### config.mk
export PLATFORM = sky130hd
export DESIGN_NAME = phys_reg_manager_flat
export DESIGN_NICKNAME = d
export VERILOG_FILES = /design/src/rtl/phys_reg_manager_if.sv /design/src/rtl/phys_reg_manager.sv /design/src/flat_wrapper.sv
export SDC_FILE = /design/constraint.sdc
export NUM_CORES = 1
export LEC_CHECK = 0
export ABC_AREA = 1
export CAP_MARGIN = 20
export CORE_MARGIN = 8
export CORE_UTILIZATION = 55
export CTS_CLUSTER_SIZE = 25
export DETAILED_ROUTE_END_ITERATION = 6
export GPL_TIMING_DRIVEN = 1
export PLACE_DENSITY = 0.85
export SYNTH_ARGS = -nofsm -noshare
export SYNTH_HDL_FRONTEND = slang
export SYNTH_SLANG_ARGS = --single-unit
### constraint.sdc
create_clock -name clk -period 6.79 [get_ports clk]
set_input_delay 1.358 -clock clk [delete_from_list [all_inputs] [get_ports clk]]
set_output_delay 1.358 -clock clk [all_outputs]
set_load 0.02 [all_outputs]
### src/rtl/phys_reg_manager_if.sv
// Rename-side bundle for the physical register manager: allocation, commit,
// writeback, source-ready query, flush and status.
interface phys_reg_manager_if #(
  parameter int TAG_W = 6,
  parameter int CNT_W = 6
);
  logic             alloc_req;
  logic             alloc_gnt;
  logic [TAG_W-1:0] alloc_tag;
  logic             commit_valid;
  logic [TAG_W-1:0] commit_old_tag;
  logic             wb_valid;
  logic [TAG_W-1:0] wb_tag;
  logic [TAG_W-1:0] query_tag_a;
  logic [TAG_W-1:0] query_tag_b;
  logic             query_rdy_a;
  logic             query_rdy_b;
  logic             flush;
  logic [CNT_W-1:0] free_count;
  logic             hazard;
  logic             protocol_err;

  modport master (
    output alloc_req, commit_valid, commit_old_tag, wb_valid, wb_tag,
           query_tag_a, query_tag_b, flush,
    input  alloc_gnt, alloc_tag, query_rdy_a, query_rdy_b, free_count,
           hazard, protocol_err
  );

  modport slave (
    input  alloc_req, commit_valid, commit_old_tag, wb_valid, wb_tag,
           query_tag_a, query_tag_b, flush,
    output alloc_gnt, alloc_tag, query_rdy_a, query_rdy_b, free_count,
           hazard, protocol_err
  );
endinterface

### src/rtl/phys_reg_manager.sv
// Physical register free list (speculative head, commit head, tail) plus ready scoreboard.
// Grant, tag and query outputs are combinational; all state updates on the next rising clk.
module phys_reg_manager #(
  parameter int NUM_PREGS = 64,
  parameter int NUM_AREGS = 32,
  parameter int FL_DEPTH  = 32
) (
  input logic               clk,
  input logic               rst_n,
  phys_reg_manager_if.slave bus
);
  localparam int TAG_W = $clog2(NUM_PREGS);
  localparam int IDX_W = $clog2(FL_DEPTH);
  localparam int PTR_W = IDX_W + 1;

  typedef logic [TAG_W-1:0] tag_t;
  typedef logic [PTR_W-1:0] ptr_t;

  tag_t                 fifo_q [FL_DEPTH];
  ptr_t                 spec_head_q, commit_head_q, tail_q;
  ptr_t                 spec_head_d, commit_head_d, tail_d;
  logic [NUM_PREGS-1:0] ready_q, ready_d;
  logic                 protocol_err_q, protocol_err_d;

  tag_t head_tag;
  ptr_t free_cnt;
  logic gnt;
  logic commit_ok;
  logic commit_bad;
  ptr_t in_list;

  assign head_tag   = fifo_q[spec_head_q[IDX_W-1:0]];
  // Pointer difference with the wrap bit distinguishes 0 from FL_DEPTH.
  assign free_cnt   = tail_q - spec_head_q;
  assign gnt        = bus.alloc_req & (free_cnt != '0) & ~bus.flush;
  assign commit_ok  = bus.commit_valid & (commit_head_q != spec_head_q);
  assign commit_bad = bus.commit_valid & (commit_head_q == spec_head_q);

  always_comb begin
    commit_head_d  = commit_head_q;
    tail_d         = tail_q;
    spec_head_d    = spec_head_q;
    ready_d        = ready_q;
    protocol_err_d = protocol_err_q | commit_bad;

    if (commit_ok) begin
      commit_head_d = commit_head_q + ptr_t'(1);
      tail_d        = tail_q + ptr_t'(1);
    end

    // Rollback lands on the commit head including this cycle's retirement.
    if (bus.flush)
      spec_head_d = commit_head_d;
    else if (gnt)
      spec_head_d = spec_head_q + ptr_t'(1);

    if (bus.wb_valid && (bus.wb_tag != '0))
      ready_d[bus.wb_tag] = 1'b1;
    // Applied after writeback so a same-edge allocation of the tag wins.
    if (gnt && (head_tag != '0))
      ready_d[head_tag] = 1'b0;
  end

  always_ff @(posedge clk or negedge rst_n) begin
    if (!rst_n) begin
      for (int i = 0; i < FL_DEPTH; i++)
        fifo_q[i] <= tag_t'(NUM_AREGS + i);
      spec_head_q    <= '0;
      commit_head_q  <= '0;
      tail_q         <= ptr_t'(FL_DEPTH);
      ready_q        <= '1;
      protocol_err_q <= 1'b0;
    end else begin
      if (commit_ok)
        fifo_q[tail_q[IDX_W-1:0]] <= bus.commit_old_tag;
      spec_head_q    <= spec_head_d;
      commit_head_q  <= commit_head_d;
      tail_q         <= tail_d;
      ready_q        <= ready_d;
      protocol_err_q <= protocol_err_d;
    end
  end

  assign bus.alloc_gnt    = gnt;
  assign bus.alloc_tag    = head_tag;
  assign bus.free_count   = free_cnt;
  assign bus.hazard       = (free_cnt == '0);
  assign bus.protocol_err = protocol_err_q;

  // Tag 0 is the hardwired-ready register; writeback bypasses the table.
  assign bus.query_rdy_a = ready_q[bus.query_tag_a] | (bus.query_tag_a == '0) |
                           (bus.wb_valid & (bus.wb_tag == bus.query_tag_a) & (bus.wb_tag != '0));
  assign bus.query_rdy_b = ready_q[bus.query_tag_b] | (bus.query_tag_b == '0) |
                           (bus.wb_valid & (bus.wb_tag == bus.query_tag_b) & (bus.wb_tag != '0));

  assign in_list = tail_q - commit_head_q;

  a_committed_list_full: assert property (
    @(posedge clk) disable iff (!rst_n) in_list == ptr_t'(FL_DEPTH)
  );
endmodule

### src/flat_wrapper.sv
// flat-port wrapper written by rule: the top's interface ports become plain ports
module phys_reg_manager_flat 
#(
  parameter int NUM_PREGS = 64,
  parameter int NUM_AREGS = 32,
  parameter int FL_DEPTH  = 32
)
  (clk, rst_n, bus_alloc_req, bus_commit_valid, bus_commit_old_tag, bus_wb_valid, bus_wb_tag, bus_query_tag_a, bus_query_tag_b, bus_flush, bus_alloc_gnt, bus_alloc_tag, bus_query_rdy_a, bus_query_rdy_b, bus_free_count, bus_hazard, bus_protocol_err);
  phys_reg_manager_if bus_i ();
  input logic clk;
  input logic rst_n;
  input wire logic [$bits(bus_i.alloc_req)-1:0] bus_alloc_req;
  input wire logic [$bits(bus_i.commit_valid)-1:0] bus_commit_valid;
  input wire logic [$bits(bus_i.commit_old_tag)-1:0] bus_commit_old_tag;
  input wire logic [$bits(bus_i.wb_valid)-1:0] bus_wb_valid;
  input wire logic [$bits(bus_i.wb_tag)-1:0] bus_wb_tag;
  input wire logic [$bits(bus_i.query_tag_a)-1:0] bus_query_tag_a;
  input wire logic [$bits(bus_i.query_tag_b)-1:0] bus_query_tag_b;
  input wire logic [$bits(bus_i.flush)-1:0] bus_flush;
  output wire logic [$bits(bus_i.alloc_gnt)-1:0] bus_alloc_gnt;
  output wire logic [$bits(bus_i.alloc_tag)-1:0] bus_alloc_tag;
  output wire logic [$bits(bus_i.query_rdy_a)-1:0] bus_query_rdy_a;
  output wire logic [$bits(bus_i.query_rdy_b)-1:0] bus_query_rdy_b;
  output wire logic [$bits(bus_i.free_count)-1:0] bus_free_count;
  output wire logic [$bits(bus_i.hazard)-1:0] bus_hazard;
  output wire logic [$bits(bus_i.protocol_err)-1:0] bus_protocol_err;
  assign bus_i.alloc_req = bus_alloc_req;
  assign bus_i.commit_valid = bus_commit_valid;
  assign bus_i.commit_old_tag = bus_commit_old_tag;
  assign bus_i.wb_valid = bus_wb_valid;
  assign bus_i.wb_tag = bus_wb_tag;
  assign bus_i.query_tag_a = bus_query_tag_a;
  assign bus_i.query_tag_b = bus_query_tag_b;
  assign bus_i.flush = bus_flush;
  assign bus_alloc_gnt = bus_i.alloc_gnt;
  assign bus_alloc_tag = bus_i.alloc_tag;
  assign bus_query_rdy_a = bus_i.query_rdy_a;
  assign bus_query_rdy_b = bus_i.query_rdy_b;
  assign bus_free_count = bus_i.free_count;
  assign bus_hazard = bus_i.hazard;
  assign bus_protocol_err = bus_i.protocol_err;
  phys_reg_manager #(.NUM_PREGS(NUM_PREGS), .NUM_AREGS(NUM_AREGS), .FL_DEPTH(FL_DEPTH)) u_core (.clk(clk), .rst_n(rst_n), .bus(bus_i));
endmodule
* Word level (Yosys, flattened, before mapping) *
Cells that the tools add are included.
Widths: inputs -> output; s select.

storage, ports and cells
  register bits = 275
  input port bits = 30
  word-level logic and storage cells = 104

cells by class
  add/sub/neg operators = 4
  magnitude comparators = 9
  eq/ne operators = 4
  mux-type cells = 19
  bitwise logic cells = 19
  reduce and logical (&&, ||, !) cells = 12

operators with widths
  operator             count
  $bwmux 192           1
  $mux 64              2
  $and 64x64->64       1
  $not 64->64          1
  $or 64x64->64        1
  $mux 6               6
  $bmux 6 s5           1
  $demux 6 s5          1
  $lt 6x7->1 const B   4
  $add 6x1->6 const B  3
  $eq 6x6->1           3
  $logic_not 6->1      3
  $reduce_bool 6->1    3
  $bmux 1 s6           2
  $demux 1 s6          2
  $ge 6x1->1 const B   2
  $ge 6x6->1 const B   2
  $not 5->6            2
  $and 1x1->1          8
  $lt 6x1->1 const B   1
  $ne 6x6->1           1
  $sub 6x6->6          1
  $logic_and 1x1->1    5
  $or 1x1->1           5
  other kinds (3)      6

* Logic depth before layout (Yosys ltp) *
Gate-level depths: netlist of run 1.

  word-level depth = 11
  depth in mapped cells = 18
  depth with buffers taken out = 14

* Least setup slack after synthesis of run 1 *
No wires, ideal clock.

  path kind = input port to output port
  start point = input port bus_query_tag_b[0]
  end point = output port bus_query_rdy_b
  arrival time = 2,595 ps
  data required time = 5,432 ps
  path slack = 2,837 ps
  cell stages on the path = 8
  path through = clkbuf_1 > clkbuf_1 > o21ai_0 > o22ai_1 > o21ai_0 > o211ai_1 > nand3_1 > nand3_1

between the ends
  word-level cells in the longest chain between the ends = 4
  elaborated cells on any way between the ends = 8

RTL lines
  what                                                                RTL line                                        text
  from (decl)                                                         flat_wrapper.sv:18                              input wire logic [$bits(bus_i.query_tag_b)-1:0] bus_query_tag_b;
  $bmux 1 s6 / $eq 6x6->1 (equally long branches)                     phys_reg_manager.sv:93, phys_reg_manager.sv:94
  $mux 1 (implied by the code) / $and 1x1->1 (equally long branches)  phys_reg_manager.sv:93, phys_reg_manager.sv:94
  $or 1x1->1 / $and 1x1->1 (equally long branches)                    phys_reg_manager.sv:93, phys_reg_manager.sv:94
  $or 1x1->1 (*)                                                      phys_reg_manager.sv:93                          assign bus.query_rdy_b = ready_q[bus.query_tag_b] | (bus.query_tag_b == '0) |
  to (decl)                                                           flat_wrapper.sv:23                              output wire logic [$bits(bus_i.query_rdy_b)-1:0] bus_query_rdy_b;

Every way passes the cells marked *; elsewhere a longest branch is shown, timed or not. The select of a mux whose other input is x is not followed.

* Final worst setup path of run 1 *
  start point = input port bus_query_tag_a[1]
  end point = output port bus_query_rdy_a

between the ends
  word-level cells in the longest chain between the ends = 4
  elaborated cells on any way between the ends = 8

RTL lines
  what                                                                RTL line                                        text
  from (decl)                                                         flat_wrapper.sv:17                              input wire logic [$bits(bus_i.query_tag_a)-1:0] bus_query_tag_a;
  $bmux 1 s6 / $eq 6x6->1 (equally long branches)                     phys_reg_manager.sv:91, phys_reg_manager.sv:92
  $mux 1 (implied by the code) / $and 1x1->1 (equally long branches)  phys_reg_manager.sv:91, phys_reg_manager.sv:92
  $or 1x1->1 / $and 1x1->1 (equally long branches)                    phys_reg_manager.sv:91, phys_reg_manager.sv:92
  $or 1x1->1 (*)                                                      phys_reg_manager.sv:91                          assign bus.query_rdy_a = ready_q[bus.query_tag_a] | (bus.query_tag_a == '0) |
  to (decl)                                                           flat_wrapper.sv:22                              output wire logic [$bits(bus_i.query_rdy_a)-1:0] bus_query_rdy_a;

Marked as above.

==> metrics.cfg, run 1 <==
[outcome]
status=completed

[pwr]
p_leak_nw=6.99
cellPowerDensity_nw_per_um2=464
peakVddDrop_mv=0.229
total_power_w=0.00767

[finish]
fin_nets=1993
n_antenna_cell=0
syn2layout_area_growth_pct=9.76
postLayoutCoreUtil_pct=61.3
final_cell_mix=nand2_1 (588), o21ai_0 (234), dfstp_2 (177)
nFillCells=2309
drive_above_1_share_pct=17.7
final_common_cell=nand2_1

[place]
portBuffers=46
place.gp.congestion=1.02
dpl.hpwl_mm=27.6

[worst_setup_path]
critPathLaunchType=input port
worstReg2RegStart=u_core.spec_head_q[0]
critPathMaxFanout=25
crit_required_ps=5430
cp-end-kind=primary output
arrival_ps=4220
r2r-end=u_core.fifo_q[63]
critPathKind=in2out
r2r_cells=10
r2r_setup_slack_ps=3130

[synthesis]
syn_area_sq_um=15100
yosysSeqAreaShare_pct=47.2
ys_types=43
synth.ff_latch_count=275
postSynthAreaPerCell_sq_um=7.63
synth_top_area_share_pct=30.9
synth_edf_count=0
yosys_warnings=0
synth_nets=2017
async_flop_share_pct=100
synth_top_area_cell=dfstp_2
synth-main-ff-cell=dfstp_2
synth_area_leaders=dfstp_2 (31%), dfrtp_1 (16%), nand2_1 (15%)
syn-instance-count=1975

[clocking]
cts-root-buf=clkbuf_16
cts_tree=yes
clk_latency_ps=590
numCtsBuffers=28
cts_setup_buffers=0
cts_hold_buffers=0
cts_resized=0
cts_sinks=275
cts.clk_slew.worst_paths_ps=60
htree_levels=1
cts_buffer_depth=3

[drt]
met1_length_mm=17.8
firstDrtPassIters=7
met3_length_mm=4.35
vias=13700
vias_per_cell=5.94
drt-wirelength-per-cell_microns=18.5
drtAntennaViolNets=0
drc=0
routed.top_layer=met4
wl_met2_mm=19.3
drtIter0Drc=1747
routed_wl_mm=42.8

[die]
core_sq_um=27000
die_w_microns=181
row_count=60
die_area_sq_um=32900
io_pins=47
initial_core_util_pct=55.9
fp.dieH_microns=181

[timing]
maxSlewHeadroom_pct=24.1
rsz0062_at_grt=false
max_freq_mhz=179
slew_violations=0
fin_skew_ps=62.1
setup_viol=0
finalSetupTns_ps=0
hold_viol_final=0
period_share_pct=82.1
fin_hold_ws_ps=386
worst_pin_slew_ps=1130
min_period_ps=5580

[global_route]
grt_pass1_wl_mm=68.8
grt_max_degree=178
overflow=0
antenna_found_initial=0
first_global_vias=13100
grt.total_usage_pct=25.4

[worst_hold_path]
holdPathEnd=u_core.ready_q[0]
worstHoldPathType=reg2reg
whs_path_depth=0
min-delay-start=u_core.ready_q[0]

[job]
drv_cap=0

Yosys cell counts, types with 3 or more instances:
| library cell | instances |
|---|---|
| buf_4 | 5 |
| o21ai_0 | 234 |
| nand3_1 | 111 |
| inv_2 | 9 |
| nor4_1 | 7 |
| nor2_2 | 75 |
| nor2_4 | 3 |
| nand2_1 | 588 |
| xnor2_1 | 5 |
| o211ai_1 | 14 |
| nand2_2 | 5 |
| nand4_1 | 5 |
| dfrtp_1 | 98 |
| o21ai_1 | 56 |
| a21oi_1 | 126 |
| clkbuf_1 | 66 |
| o221ai_1 | 7 |
| inv_1 | 107 |
| buf_1 | 3 |
| ha_1 | 11 |
| xor2_1 | 17 |
| buf_6 | 8 |
| o22ai_1 | 13 |
| nor2_1 | 140 |
| nor3_1 | 24 |
| nor3_2 | 3 |
| nand2_4 | 3 |
| dfstp_2 | 177 |
| buf_12 | 3 |
| buf_2 | 35 |
critical path: stages:
cell and delay, ps:
clkdlybuf4s50_1 1020, inv_1 390, nor2_1 170, o21ai_0 90, o211ai_1 120, nand3_1 100
nand2_1 80, nand2_1 50, nand4_1 90, nand2_1 60, nand2_1 70, clkdlybuf4s50_1 610
registers in the layout, summed over array words and instances (netlist names):
register	flops
u_core.bus.protocol_err	1
u_core.commit_head_q	6
u_core.fifo_q	192
u_core.ready_q	64
u_core.spec_head_q	6
u_core.tail_q	6
per-layer routing:
| metal | up-vias | global-route usage (%) |
|---|---|---|
| met5 | - | 0 |
| met4 | 0 | 9.18 |
| met3 | 106 | 5.45 |
| met2 | 731 | 39.3 |
| met1 | 6518 | 34.8 |
| li1 | 6390 | - |
where the power goes:
| group | leakage [nW] | total [W] | switching [W] | internal [W] |
|---|---|---|---|---|
| combinational | 3.39 | 0.00315 | 0.00211 | 0.00103 |
| sequential | 3.13 | 0.00298 | 0.000470 | 0.00251 |
| clock | 0.466 | 0.00154 | 0.000657 | 0.000887 |
| total | 6.99 | 0.00767 | 0.00324 | 0.00443 |
area by class of cell:
cell class / count / area (sq um) / area share [%]
clock inverters: 10 / 100 / 0.606
well taps: 341 / 427 / 2.58
flip-flops and latches: 275 / 7110 / 43.0
clock buffers: 42 / 833 / 5.04
repair buffers: 66 / 721 / 4.36
multi-input cells: 1461 / 6890 / 41.7
inverters: 119 / 449 / 2.72
logic make-up (layout without fill, tap and decap cells):
group / count (synthesis) / count (layout) / synth area share [%]
DFF: 275 / 275 / 47.2
adders and majority gates: 12 / 12 / 1.05
xor gates and xnor gates: 22 / 22 / 1.28
and+or+nand+nor: 970 / 970 / 27.5
buffers and inverters: 239 / 237 / 7.11
AOI/OAI and AO/OA: 457 / 457 / 15.9
metrics by stage:
stage	cell area (sq um)	std cells	worst slack [ps]
finish	16500	2314	1210
global route	16500	2314	1050
CTS	16400	2310	1240
detailed placement	15500	2258	1250
global placement	15500	2257	1230
floorplan	15100	1975	2840
how the worst max path moves through the flow:
| stage | start | to | slack, ps |
|---|---|---|---|
| 2_1_floorplan | bus_query_tag_b[0] | bus_query_rdy_b | 2840 |
| 3_3_place_gp | bus_query_tag_b[0] | bus_query_rdy_b | 1230 |
| 3_5_place_dp | bus_query_tag_b[0] | bus_query_rdy_b | 1250 |
| 4_1_cts | bus_query_tag_b[0] | bus_query_rdy_b | 1240 |
| 5_1_grt | bus_query_tag_b[0] | bus_query_rdy_b | 1050 |
| 6_report | bus_query_tag_a[1] | bus_query_rdy_a | 1210 |
Note: power is estimated with default switching activity, not from simulation.
==> run 2: changes to the inputs <==
--- a/config.mk
+++ b/config.mk
@@ -12,7 +12,7 @@
 export CTS_CLUSTER_SIZE = 25
 export DETAILED_ROUTE_END_ITERATION = 6
 export GPL_TIMING_DRIVEN = 1
-export PLACE_DENSITY = 0.85
+export PLACE_DENSITY = 0.87
 export SYNTH_ARGS = -nofsm -noshare
 export SYNTH_HDL_FRONTEND = slang
 export SYNTH_SLANG_ARGS = --single-unit
==> constraint.sdc (replaced) <==
create_clock -name clk -period 5.05 [get_ports clk]
set_input_delay 1.01 -clock clk [delete_from_list [all_inputs] [get_ports clk]]
set_output_delay 1.01 -clock clk [all_outputs]
set_load 0.02 [all_outputs]
==> run 2 against run 1 <==
Net effect:
- largest cell class unchanged
- power grew 36%
- die area is the same
- sequential power grew 35%
- routed wire length grew 0.88%
- sequential share of layout area shrank 0.23 points
- global-route usage grew 0.16 points
- clock skew shrank 49 ps
==> metrics.cfg, run 2 (same netlist as run 1, synthesis figures left out) <==
[outcome]
status=completed  ; unchanged

[clocking]
cts_buffer_depth=3  ; unchanged
cts_sinks=275  ; unchanged
cts_hold_buffers=0  ; unchanged
cts_setup_buffers=0  ; unchanged
cts.clk_slew.worst_paths_ps=60  ; about the same
cts_tree=yes  ; unchanged
numCtsBuffers=29  ; was 28
cts_resized=0  ; unchanged
htree_levels=1  ; unchanged
clk_latency_ps=540  ; was 590 ps
cts-root-buf=clkbuf_16  ; unchanged

[timing]
period_share_pct=94.6
fin_hold_ws_ps=388  ; was 386 ps
finalSetupTns_ps=0  ; unchanged
worst_pin_slew_ps=1090  ; was 1130 ps
slew_violations=0  ; unchanged
max_freq_mhz=209
setup_viol=0  ; unchanged
hold_viol_final=0  ; unchanged
rsz0062_at_grt=false  ; unchanged
fin_skew_ps=13.2  ; was 62.1 ps
min_period_ps=4780
maxSlewHeadroom_pct=27.5  ; was 24.1%

[global_route]
first_global_vias=13400  ; was 13100
grt_max_degree=104  ; was 178
grt_pass1_wl_mm=69.6  ; was 68.8 mm
overflow=0  ; unchanged
antenna_found_initial=0  ; unchanged
grt.total_usage_pct=25.6  ; was 25.4%

[pwr]
p_leak_nw=7.03  ; was 6.99 nW
total_power_w=0.0105  ; was 0.00767 W
pwr-share-clk_pct=20.6  ; was 20.1%
peakVddDrop_mv=0.408  ; was 0.229 mV
swShare_pct=41.8  ; was 42.3%
p_int_w=0.00608  ; was 0.00443 W
p_switching_w=0.00437  ; was 0.00324 W
pwr-share-seq_pct=38.5  ; was 38.8%
cellPowerDensity_nw_per_um2=629  ; was 464 nW/um^2
pwr-share-comb_pct=40.9  ; was 41.0%

[drt]
drc=0  ; unchanged
vias_per_cell=6.04  ; was 5.94
firstDrtPassIters=7  ; unchanged
drtAntennaViolNets=0  ; unchanged
drtIter0Drc=1814  ; was 1747
routed_wl_mm=43.2  ; was 42.8 mm
vias=14000  ; was 13700
drt-wirelength-per-cell_microns=18.6  ; was 18.5 microns

[worst_setup_path]
cp-end-kind=primary output  ; unchanged
critPathLaunchType=flop  ; was input port
arrival_ps=3770  ; was 4220 ps
critPathMaxFanout=62  ; was 25
critPathKind=reg2out  ; was in2out
crit_required_ps=4040  ; was 5430 ps

[finish]
final_cell_mix=nand2_1 (588), o21ai_0 (234), dfstp_2 (177)  ; unchanged
postLayoutCoreUtil_pct=61.7  ; was 61.3%
drive_above_1_share_pct=17.8  ; was 17.7%
reg.largest.list=u_core.fifo_q x192, u_core.ready_q x64  ; unchanged
nFillCells=2184  ; was 2309
n_antenna_cell=0  ; unchanged
fin_nets=2002  ; was 1993
final_common_cell=nand2_1  ; unchanged
max_flop_register=u_core.fifo_q  ; unchanged
syn2layout_area_growth_pct=10.4  ; was 9.76%
largest_reg_flops=192  ; unchanged

[die]
initial_core_util_pct=55.9  ; unchanged
fp.dieH_microns=181  ; unchanged
core_sq_um=27000  ; unchanged
io_pins=47  ; unchanged
row_count=60  ; unchanged
die_area_sq_um=32900  ; unchanged
die_w_microns=181  ; unchanged

[place]
portBuffers=46  ; unchanged
place.gp.congestion=0.988  ; was 1.02
dpl.hpwl_mm=28.3  ; was 27.6 mm

[job]
drv_cap=0  ; unchanged

[worst_hold_path]
worstHoldPathType=reg2reg  ; unchanged

-- run 2: cell count changes in the layout (fill, tap and decap cells not counted), moves of 2 or more --
cell,delta
clkbuf_16,+2
clkbuf_8,-5
clkbuf_1,+6
bufinv_16,+2
clkinv_2,-4
buf_4,+7
-- run 2: routing by layer --
layer  routed length (microns)  vias up  track usage [%]
li1                          -     6407                -
met1                     17600     6640             35.2
met2                     19600      867             39.7
met3                      4540      127             4.45
met4                      1450        0             10.2
met5                         0        -                0
-- run 2: worst paths after layout --
check	cells past startpoint	to	slack, ps	from
max	10	bus_alloc_tag[3]	270	u_core.spec_head_q[0]
min	0	u_core.ready_q[0]	390	u_core.ready_q[0]
max reg2reg	14	u_core.ready_q[42]	1590	u_core.spec_head_q[0]
min reg2reg	0	u_core.ready_q[0]	390	u_core.ready_q[0]
max in group asynchronous	2	u_core.ready_q[51]	3420	rst_n
min in group asynchronous	1	u_core.fifo_q[157]	530	rst_n
-- run 2: layout make-up --
class / count / area (sq um) / area share, %
inverters: 119 / 449 / 2.70
well taps: 341 / 427 / 2.57
flip-flops and latches: 275 / 7110 / 42.8
repair buffers: 74 / 781 / 4.70
clock buffers: 45 / 837 / 5.04
clock inverters: 8 / 119 / 0.715
multi-input cells: 1461 / 6900 / 41.5
-- run 2: power by group through the flow --
stage / clock network, W / registers, W / logic (W)
2_1_floorplan: 0 / 0.00374 / 0.00305
3_3_place_gp: 0 / 0.00397 / 0.00399
3_5_place_dp: 0 / 0.00400 / 0.00414
4_1_cts: 0.00216 / 0.00398 / 0.00419
5_1_grt: 0.00225 / 0.00409 / 0.00469
6_report: 0.00215 / 0.00402 / 0.00428
-- run 2: critical path, stage by stage (launching register included) --
cell and delay (ps):
dfrtp_4 780, buf_4 670, nor2_1 120, nor2_1 150, o21ai_0 130, nand3_1 110
nand3_1 140, nand2_1 160, nand2_4 120, inv_4 160, clkdlybuf4s50_1 630
-- run 2: metrics by stage --
stage / cell area (sq um) / setup WS (ps) / cells
floorplan: 15100 / 1710 / 1975
global placement: 15500 / 589 / 2265
detailed placement: 15500 / 585 / 2265
CTS: 16500 / 355 / 2318
global route: 16600 / 195 / 2323
finish: 16600 / 272 / 2323
==> run 3: changes to the inputs <==
--- a/config.mk
+++ b/config.mk
@@ -13,6 +13,7 @@
 export DETAILED_ROUTE_END_ITERATION = 6
 export GPL_TIMING_DRIVEN = 1
 export PLACE_DENSITY = 0.87
+export RECOVER_POWER = 50
 export SYNTH_ARGS = -nofsm -noshare
 export SYNTH_HDL_FRONTEND = slang
 export SYNTH_SLANG_ARGS = --single-unit
==> run 3 against run 2 <==
Net effect:
- the run now ends with design-rule violations, max-capacitance violations, max-slew violations left
- via count down 0.14%
- critical endpoint unchanged
- register-to-register slack worse by 580 ps
- worst setup slack worse by 29 ps
- design area down 0.17%
- fmax decreased by 0.60%
- flip-flop and latch count stayed put
- largest power group unchanged
- global-route usage unchanged
==> metrics.cfg, run 3 (same netlist as run 1, synthesis figures left out) <==
[pwr]
p_leak_nw=7.02  ; was 7.03 nW
swShare_pct=41.8  ; about the same
pwr-share-comb_pct=40.9  ; about the same
p_switching_w=0.00437  ; about the same
cellPowerDensity_nw_per_um2=629  ; about the same
pwr-share-seq_pct=38.5  ; about the same
p_int_w=0.00607  ; was 0.00608 W
total_power_w=0.0104  ; was 0.0105 W
peakVddDrop_mv=0.406  ; was 0.408 mV
pwr-share-clk_pct=20.6  ; about the same

[clocking]
cts_tree=yes  ; unchanged
cts_sinks=275  ; unchanged
cts_resized=0  ; unchanged
numCtsBuffers=29  ; unchanged
cts_setup_buffers=0  ; unchanged
cts_hold_buffers=0  ; unchanged
cts.clk_slew.worst_paths_ps=60  ; about the same
clk_latency_ps=540  ; about the same
cts-root-buf=clkbuf_16  ; unchanged
cts_buffer_depth=3  ; unchanged
htree_levels=1  ; unchanged

[place]
place.gp.congestion=0.988  ; unchanged
dpl.hpwl_mm=28.3  ; unchanged
post-place-ws_ps=585  ; unchanged
portBuffers=46  ; unchanged
place_area_sq_um=15500  ; unchanged

[global_route]
first_global_vias=13400  ; unchanged
grt_max_degree=104  ; unchanged
overflow=0  ; unchanged
grt_pass1_wl_mm=69.6  ; unchanged
grt.total_usage_pct=25.6  ; unchanged
antenna_found_initial=0  ; unchanged

[die]
initial_core_util_pct=55.9  ; unchanged
die_w_microns=181  ; unchanged
row_count=60  ; unchanged
io_pins=47  ; unchanged
die_area_sq_um=32900  ; unchanged
fp.dieH_microns=181  ; unchanged
core_sq_um=27000  ; unchanged

[timing]
min_period_ps=4810  ; was 4780 ps
fin_skew_ps=15.2  ; was 13.2 ps
setup_ws_ps=243  ; was 272 ps
period_share_pct=95.2  ; was 94.6%
worst_pin_slew_ps=2590  ; was 1090 ps
maxSlewHeadroom_pct=-73.0  ; was 27.5%
max_freq_mhz=208  ; was 209 MHz
finalSetupTns_ps=0  ; unchanged
slew_violations=103  ; was 0
rsz0062_at_grt=false  ; unchanged
hold_viol_final=0  ; unchanged
setup_viol=0  ; unchanged

[drt]
drt-wirelength-per-cell_microns=18.5  ; was 18.6 microns
routed_wl_mm=43.0  ; was 43.2 mm
drtIter0Drc=1659  ; was 1814
vias=14000  ; about the same
drc=2  ; was 0
vias_per_cell=6.04  ; about the same
drtAntennaViolNets=0  ; unchanged
firstDrtPassIters=7  ; unchanged

[worst_setup_path]
critPathLaunchType=flop  ; unchanged
slowest_stage=dfrtp_4  ; unchanged
crit_chain=buf_4 > nor2_1 > nor2_1 > o21ai_0 > nand3_1 > nand3_1 > nand2_1 > nand2_4 > inv_4 > clkdlybuf4s50_1  ; unchanged
arrival_ps=3800  ; was 3770 ps
crit_required_ps=4040  ; about the same
critPathKind=reg2out  ; unchanged
crit_buf_inv=3  ; unchanged
slowest_delay_ps=780  ; about the same
cp_top_family=buffers and inverters  ; unchanged
critPathMaxFanout=62  ; unchanged
cp-end-kind=primary output  ; unchanged

[finish]
reg.largest.list=u_core.fifo_q x192, u_core.ready_q x64  ; unchanged
largest_reg_flops=192  ; unchanged
n_antenna_cell=0  ; unchanged
postLayoutCoreUtil_pct=61.6  ; was 61.7%
fin_area_sq_um=16600  ; about the same
syn2layout_area_growth_pct=10.2  ; was 10.4%
final_common_cell=nand2_1  ; unchanged
drive_above_1_share_pct=17.6  ; was 17.8%
final_cell_mix=nand2_1 (589), o21ai_0 (234), dfstp_2 (176)  ; was nand2_1 (588), o21ai_0 (234), dfstp_2 (177)
max_flop_register=u_core.fifo_q  ; unchanged
fin_nets=2002  ; unchanged

[outcome]
status=finished, violations left  ; was completed
violations=design-rule violations, max-capacitance violations, max-slew violations

[job]
drv_cap=1  ; was 0

[worst_hold_path]
worstHoldPathType=reg2reg  ; unchanged

## run 3: changes by cell type in the layout (fill, tap and decap cells not counted)
cell             previous run  this run
buf_4                      21        18
nand2_2                     5         4
dfstp_1                     0         1
clkbuf_2                    0         3
clkdlybuf4s50_1            45        44
nor2_1                    140       141
clkbuf_1                   12        13
dlygate4sd3_1               0         1
nor2_4                      3         2
dfstp_2                   177       176
buf_8                       1         0
nand2_1                   588       589
## run 3: worst register-to-register path: cells and delay by family (launching register included)
kind,cells,cell delay [ps]
AOI/OAI and AO/OA,2,410
buffers and inverters,2,820
DFF,1,780
and+or+nand+nor,5,1950
## run 3: layout make-up
class | count | area, sq um
multi-input combinational | 1461 | 6890
timing repair buffer | 74 | 762
tap | 341 | 427
fill | 2190 | 10400
clock inverter | 8 | 119
inverter | 119 | 449
sequential | 275 | 7110
clock buffer | 45 | 837
## run 3: final timing paths
| path | start | cells past startpoint | slack (ps) | end |
|---|---|---|---|---|
| setup reg to reg | u_core.spec_head_q[0] | 9 | 1010 | u_core.fifo_q[53] |
| hold reg to reg | u_core.ready_q[0] | 0 | 410 | u_core.ready_q[0] |
| hold / removal | u_core.ready_q[0] | 0 | 410 | u_core.ready_q[0] |
| min in group asynchronous | rst_n | 1 | 1280 | u_core.fifo_q[165] |
| setup / recovery | u_core.spec_head_q[0] | 10 | 240 | bus_alloc_tag[3] |
| max in group asynchronous | rst_n | 2 | 1570 | u_core.fifo_q[67] |
## run 3: per-layer routing
layer | wire (microns) | part of all wire [%] | track usage, %
met2 | 19500 | 45 | 39.7
met3 | 4460 | 10 | 4.45
met1 | 17600 | 41 | 35.2
met5 | 0 | 0 | 0
met4 | 1450 | 3.4 | 10.2
## run 3: power by group through the flow
| stage | Combinational, W | Sequential, W | Clock (W) |
|---|---|---|---|
| 5_1_grt | 0.00468 | 0.00409 | 0.00225 |
| 4_1_cts | 0.00419 | 0.00398 | 0.00216 |
| 3_5_place_dp | 0.00414 | 0.00400 | 0 |
| 2_1_floorplan | 0.00305 | 0.00374 | 0 |
| 3_3_place_gp | 0.00399 | 0.00397 | 0 |
| 6_report | 0.00426 | 0.00402 | 0.00215 |
## run 3: through the flow
step | cells | hold WS (ps)
after floorplan | 1975 | 436
after global placement | 2265 | 379
after detailed placement | 2265 | 379
after CTS | 2318 | 388
after global routing | 2323 | 417
final | 2323 | 410
